--- src/rtl/serial_word_tx_if.sv ---
// Word handshake and serial output bundle for serial_word_tx.
// master: upstream word source (and observer of the serial side).
// slave:  the transmitter itself.
interface serial_word_tx_if #(
    parameter int WIDTH = 16
);
    logic [WIDTH-1:0] tx_data;
    logic             tx_valid;
    logic             tx_ready;
    logic             serial_out;
    logic             busy;
    logic             frame_done;

    modport master (
        output tx_data, tx_valid,
        input  tx_ready, serial_out, busy, frame_done
    );

    modport slave (
        input  tx_data, tx_valid,
        output tx_ready, serial_out, busy, frame_done
    );
endinterface

--- src/rtl/serial_word_tx.sv ---
// Parallel-to-serial word transmitter.
// Accepts one WIDTH-bit word on a valid/ready handshake and shifts it out
// MSB-first, one bit per clock. The line is then held low for GAP_CYCLES
// guard cycles before the next word is accepted. All outputs are registered,
// so there is no combinational path from tx_valid to tx_ready.
module serial_word_tx #(
    parameter int WIDTH      = 16,
    parameter int GAP_CYCLES = 2
) (
    input logic          clk,
    input logic          rst_n,
    serial_word_tx_if.slave bus
);
    localparam int              CNT_W    = $clog2(WIDTH);
    localparam logic [CNT_W-1:0] BIT_LOAD = CNT_W'(WIDTH - 1);
    // Gap counter holds "remaining guard cycles minus one" on entry to GAP.
    localparam logic [7:0]      GAP_LOAD = (GAP_CYCLES > 0) ? 8'(GAP_CYCLES - 1) : 8'd0;

    typedef enum logic [1:0] {
        IDLE,
        SHIFT,
        GAP
    } state_t;

    state_t           state;
    logic [WIDTH-1:0] shreg;
    logic [CNT_W-1:0] bit_cnt;
    logic [7:0]       gap_cnt;

    // Single FSM: sequencing, shifting and all registered outputs.
    // NOTE: every register here is updated with <= so all reads see the
    // pre-edge values; a blocking = would let later lines see half-updated state.
    always_ff @(posedge clk or negedge rst_n) begin
        if (!rst_n) begin
            state          <= IDLE;
            shreg          <= '0;
            bit_cnt        <= '0;
            gap_cnt        <= '0;
            bus.tx_ready   <= 1'b0;
            bus.serial_out <= 1'b0;
            bus.busy       <= 1'b0;
            bus.frame_done <= 1'b0;
        end else begin
            case (state)
                IDLE: begin
                    bus.serial_out <= 1'b0;
                    bus.busy       <= 1'b0;
                    bus.frame_done <= 1'b0;
                    bus.tx_ready   <= 1'b1;
                    // Handshake uses the registered ready, so the first edge
                    // after reset only raises tx_ready.
                    if (bus.tx_valid && bus.tx_ready) begin
                        state          <= SHIFT;
                        shreg          <= bus.tx_data;
                        bit_cnt        <= BIT_LOAD;
                        bus.serial_out <= bus.tx_data[WIDTH-1];
                        bus.tx_ready   <= 1'b0;
                        bus.busy       <= 1'b1;
                    end
                end

                SHIFT: begin
                    if (bit_cnt != '0) begin
                        // Present the next lower bit; frame_done marks word bit 0.
                        shreg          <= {shreg[WIDTH-2:0], 1'b0};
                        bus.serial_out <= shreg[WIDTH-2];
                        bit_cnt        <= bit_cnt - 1'b1;
                        bus.frame_done <= (bit_cnt == CNT_W'(1));
                    end else begin
                        // Last bit has been on the line for one cycle.
                        bus.serial_out <= 1'b0;
                        bus.frame_done <= 1'b0;
                        if (GAP_CYCLES > 0) begin
                            state   <= GAP;
                            gap_cnt <= GAP_LOAD;
                        end else begin
                            state        <= IDLE;
                            bus.busy     <= 1'b0;
                            bus.tx_ready <= 1'b1;
                        end
                    end
                end

                GAP: begin
                    bus.serial_out <= 1'b0;
                    bus.frame_done <= 1'b0;
                    if (gap_cnt == 8'd0) begin
                        state        <= IDLE;
                        bus.busy     <= 1'b0;
                        bus.tx_ready <= 1'b1;
                    end else begin
                        gap_cnt <= gap_cnt - 8'd1;
                    end
                end

                default: begin
                    state          <= IDLE;
                    bus.serial_out <= 1'b0;
                    bus.busy       <= 1'b0;
                    bus.frame_done <= 1'b0;
                    bus.tx_ready   <= 1'b0;
                end
            endcase
        end
    end
endmodule

--- src/flat_wrapper.sv ---
// flat-port wrapper written by rule: the top's interface ports become plain ports
module serial_word_tx_flat 
#(
    parameter int WIDTH      = 16,
    parameter int GAP_CYCLES = 2
)
  (clk, rst_n, bus_tx_data, bus_tx_valid, bus_tx_ready, bus_serial_out, bus_busy, bus_frame_done);
  serial_word_tx_if #(.WIDTH(WIDTH)) bus_i ();
  input logic clk;
  input logic rst_n;
  input wire logic [$bits(bus_i.tx_data)-1:0] bus_tx_data;
  input wire logic [$bits(bus_i.tx_valid)-1:0] bus_tx_valid;
  output wire logic [$bits(bus_i.tx_ready)-1:0] bus_tx_ready;
  output wire logic [$bits(bus_i.serial_out)-1:0] bus_serial_out;
  output wire logic [$bits(bus_i.busy)-1:0] bus_busy;
  output wire logic [$bits(bus_i.frame_done)-1:0] bus_frame_done;
  assign bus_i.tx_data = bus_tx_data;
  assign bus_i.tx_valid = bus_tx_valid;
  assign bus_tx_ready = bus_i.tx_ready;
  assign bus_serial_out = bus_i.serial_out;
  assign bus_busy = bus_i.busy;
  assign bus_frame_done = bus_i.frame_done;
  serial_word_tx #(.WIDTH(WIDTH), .GAP_CYCLES(GAP_CYCLES)) u_core (.clk(clk), .rst_n(rst_n), .bus(bus_i));
endmodule
--- config.mk ---
export PLATFORM = sky130hd
export DESIGN_NAME = serial_word_tx_flat
export DESIGN_NICKNAME = d
export VERILOG_FILES = /design/src/rtl/serial_word_tx_if.sv /design/src/rtl/serial_word_tx.sv /design/src/flat_wrapper.sv
export SDC_FILE = /design/constraint.sdc
export NUM_CORES = 1
export LEC_CHECK = 0
export ABC_CLOCK_PERIOD_IN_PS = 2300
export CAP_MARGIN = 40
export CORE_MARGIN = 2
export CORE_UTILIZATION = 45
export DETAILED_ROUTE_END_ITERATION = 16
export PLACE_DENSITY = 0.66
export REMOVE_ABC_BUFFERS = 1
export SLEW_MARGIN = 25
export SYNTH_ARGS = -nofsm -noshare
export SYNTH_HDL_FRONTEND = slang
export SYNTH_SLANG_ARGS = --single-unit
export TNS_END_PERCENT = 20
--- constraint.sdc ---
create_clock -name clk -period 2.3 [get_ports clk]
set_input_delay 0.46 -clock clk [delete_from_list [all_inputs] [get_ports clk]]
set_output_delay 0.46 -clock clk [all_outputs]
set_load 0.01 [all_outputs]
==> results.ini <==
[detailed_routing]
vias = 1305
dr.pass1.iters = 4
drtAntennaViolNets = 0
drc = 0
routedWlPerCell_um = 12.21
routed_wl_um = 2992
vias_per_cell = 5.327
drt-initial-drc-count = 54

[synthesis]
yosys_warnings = 0
async_reset_ff_frac = 1.000
post-synth-top-area-cell = dfrtp_1
synth-seq-cells = 33
avgSynthCellArea_um2 = 9.100
synthFlopType = dfrtp_1
synth.lib_cells_used.distinct = 30
synth_area_leaders = dfrtp_1 53%, nand2_1 8.4%, a31oi_1 6.4%
synth.cell_area_um2 = 1565
ys_seq_area_frac = 0.5276
synth-edff-count = 0
syn_inst = 172
synth_top_area_frac = 0.5276

[sta]
tightest_slew_ns = 0.5881
finalSetupViolCount = 0
fin_ws_ns = 0.4070
rsz0062_at_grt = no
final_hold_viol_count = 0
fin_crit_ns = 1.893
holdWs_ns = 0.5010
fin_crit_sh = 0.8230
fin_worst_skew_ns = 0.007494
slew_viol_final = 0
clock.fmax_mhz = 528.3
slew_headroom = 0.6071

[clock_tree]
path_clk_slew_ns = 0.10
clk_latency_ns = 0.33
root_buffer = clkbuf_4
cts_hold_buffers = 0
cts_tree = done
cts_buffers = 5
post_cts_buffers = 0
htree_num_levels = 2
ctsResizeCount = 0
clk_path_buf_depth = 2
cts.sinks = 33

[die]
num_io_pins = 23
coreArea_um2 = 3337
initial_core_util = 0.4691
die_area_um2 = 3966
die_y_um = 62.98
fp.dieW_um = 62.98
num_rows = 21

[placed_design]
numPortBuffers = 22
dp_hpwl_um = 2081
place.gp.congestion = 0.7600
post-place-ws_ns = 0.2607

[worst_hold_path]
min_path_type = reg2reg

[power]
p_switching_mw = 0.9382
intPower_mw = 1.604
cellPowerDensity_nw_per_um2 = 1294
p_seq_frac = 0.396
ir_drop_v = 0.0006631
p_clk_frac = 0.179
pwr-share-comb = 0.425
power.leakage_nw = 0.8684
sw_frac_of_total = 0.3690

[setup_path]
worstSetupPathType = reg2reg
worst_setup_path_start_kind = flop
cp_data_required_time_ns = 2.57
critPathMaxFanout = 4
cp-end-kind = flop
arrival_ns = 2.16

[grt]
antenna_found_initial = 0
grt.overflow.total = 0
grt_pass1_vias = 1245
track_usage = 0.1752
grt_pass1_wl_um = 5471
grt_max_degree = 34

[finish]
multiInputGateArea_um2 = 686.9
ff_latch_area_um2 = 825.8
fin_nets = 221
antenna_cells = 0
n_fill_cell = 316
final_layout_size_suffix_gt1_frac = 0.09045
syn_to_final_growth_pct = 25.50
post-route-util = 0.5887

[run]
cap_violations = 0

[outcome]
status = finished, final reports clean

[final timing paths]
path,start,to,slack [ns],cells after the start
min reg2reg,u_core.gap_cnt[0],u_core.gap_cnt[0],0.50,1
min,u_core.gap_cnt[0],u_core.gap_cnt[0],0.50,1
max in group asynchronous,rst_n,u_core.shreg[6],1.48,2
max,u_core.gap_cnt[2],u_core.gap_cnt[7],0.41,4
max reg2reg,u_core.gap_cnt[2],u_core.gap_cnt[7],0.41,4
min in group asynchronous,rst_n,u_core.gap_cnt[2],0.52,2
[cell usage in the layout (no fill, tap or decap), types with 5 or more instances in the layout]
master,instances
nand2_1,35
inv_1,5
clkbuf_4,5
clkdlybuf4s50_1,22
o21ai_0,7
nor2_1,20
dfrtp_1,33
a21oi_1,8
a31oi_1,16
[logic make-up (layout without fill, tap and decap cells)]
kind of cell	count (synthesis)	after routing	synth area share
AND/OR/NAND/NOR	80	80	0.2422
AO/OA/AOI/OAI	39	39	0.1511
flip-flops	33	33	0.5276
buffers and inverters	14	41	0.03597
adder cells (fa/ha/maj)	4	4	0.03198
XOR/XNOR	2	2	0.01119
[Yosys cell counts, types with 2 or more instances]
| library cell | n |
|---|---|
| dfrtp_1 | 33 |
| nor3_1 | 2 |
| a31oi_1 | 16 |
| a21oi_1 | 8 |
| nor3b_1 | 3 |
| nand2b_1 | 4 |
| or3_2 | 2 |
| buf_2 | 3 |
| nand3_1 | 2 |
| o21ai_0 | 8 |
| a211oi_1 | 3 |
| xnor2_1 | 2 |
| inv_1 | 5 |
| ha_1 | 4 |
| clkbuf_1 | 6 |
| or3_1 | 4 |
| nand2_1 | 35 |
| nor2_1 | 20 |
[layout make-up]
class	count	area share
Tap cell	46	0.02930
Clock buffer	7	0.02803
Timing Repair Buffer	28	0.1478
Multi-Input combinational cell	125	0.3497
Clock inverter	1	0.01529
Inverter	5	0.009554
Sequential cell	33	0.4204
[flip-flops by register name, indices dropped and copies added (netlist names)]
name and count:
u_core.shreg 15, u_core.gap_cnt 8, u_core.bit_cnt 4, u_core.state 2, u_core.bus.busy 1, u_core.bus.frame_done 1, u_core.bus.serial_out 1, u_core.bus.tx_ready 1
[power groups by stage]
stage	Clock (mW)	Sequential, mW	Combinational, mW
2_1_floorplan	0	0.982	0.705
3_3_place_gp	0	1.01	1.06
3_5_place_dp	0	1.02	1.09
4_1_cts	0.465	1.01	1.09
5_1_grt	0.495	1.05	1.23
6_report	0.455	1.01	1.08
[layer usage]
| metal | wire length (um) | vias to the layer above | global-route usage |
|---|---|---|---|
| met5 | 0 | - | 0 |
| met4 | 45 | 0 | 0.05833 |
| met3 | 181 | 5 | 0.06306 |
| met2 | 1418 | 36 | 0.2846 |
| met1 | 1347 | 614 | 0.2160 |
| li1 | - | 650 | - |
[worst max-delay path: stages, from the launching register on]
cell and delay, ns:
dfrtp_1 0.44, or3_1 0.41, or3_4 0.36, or4b_1 0.48
a21oi_1 0.15
[through the flow]
step	TNS (ns)	cell area, um2	power (mW)	cells
after detailed placement	0	1879	2.106	237
final	0	1964	2.543	245
after global routing	0	1964	2.776	245
after CTS	0	1964	2.564	245
after global placement	0	1879	2.060	237
after floorplan	-7.108	1528	1.687	163
No activity file was read; power rests on OpenSTA's default activity.
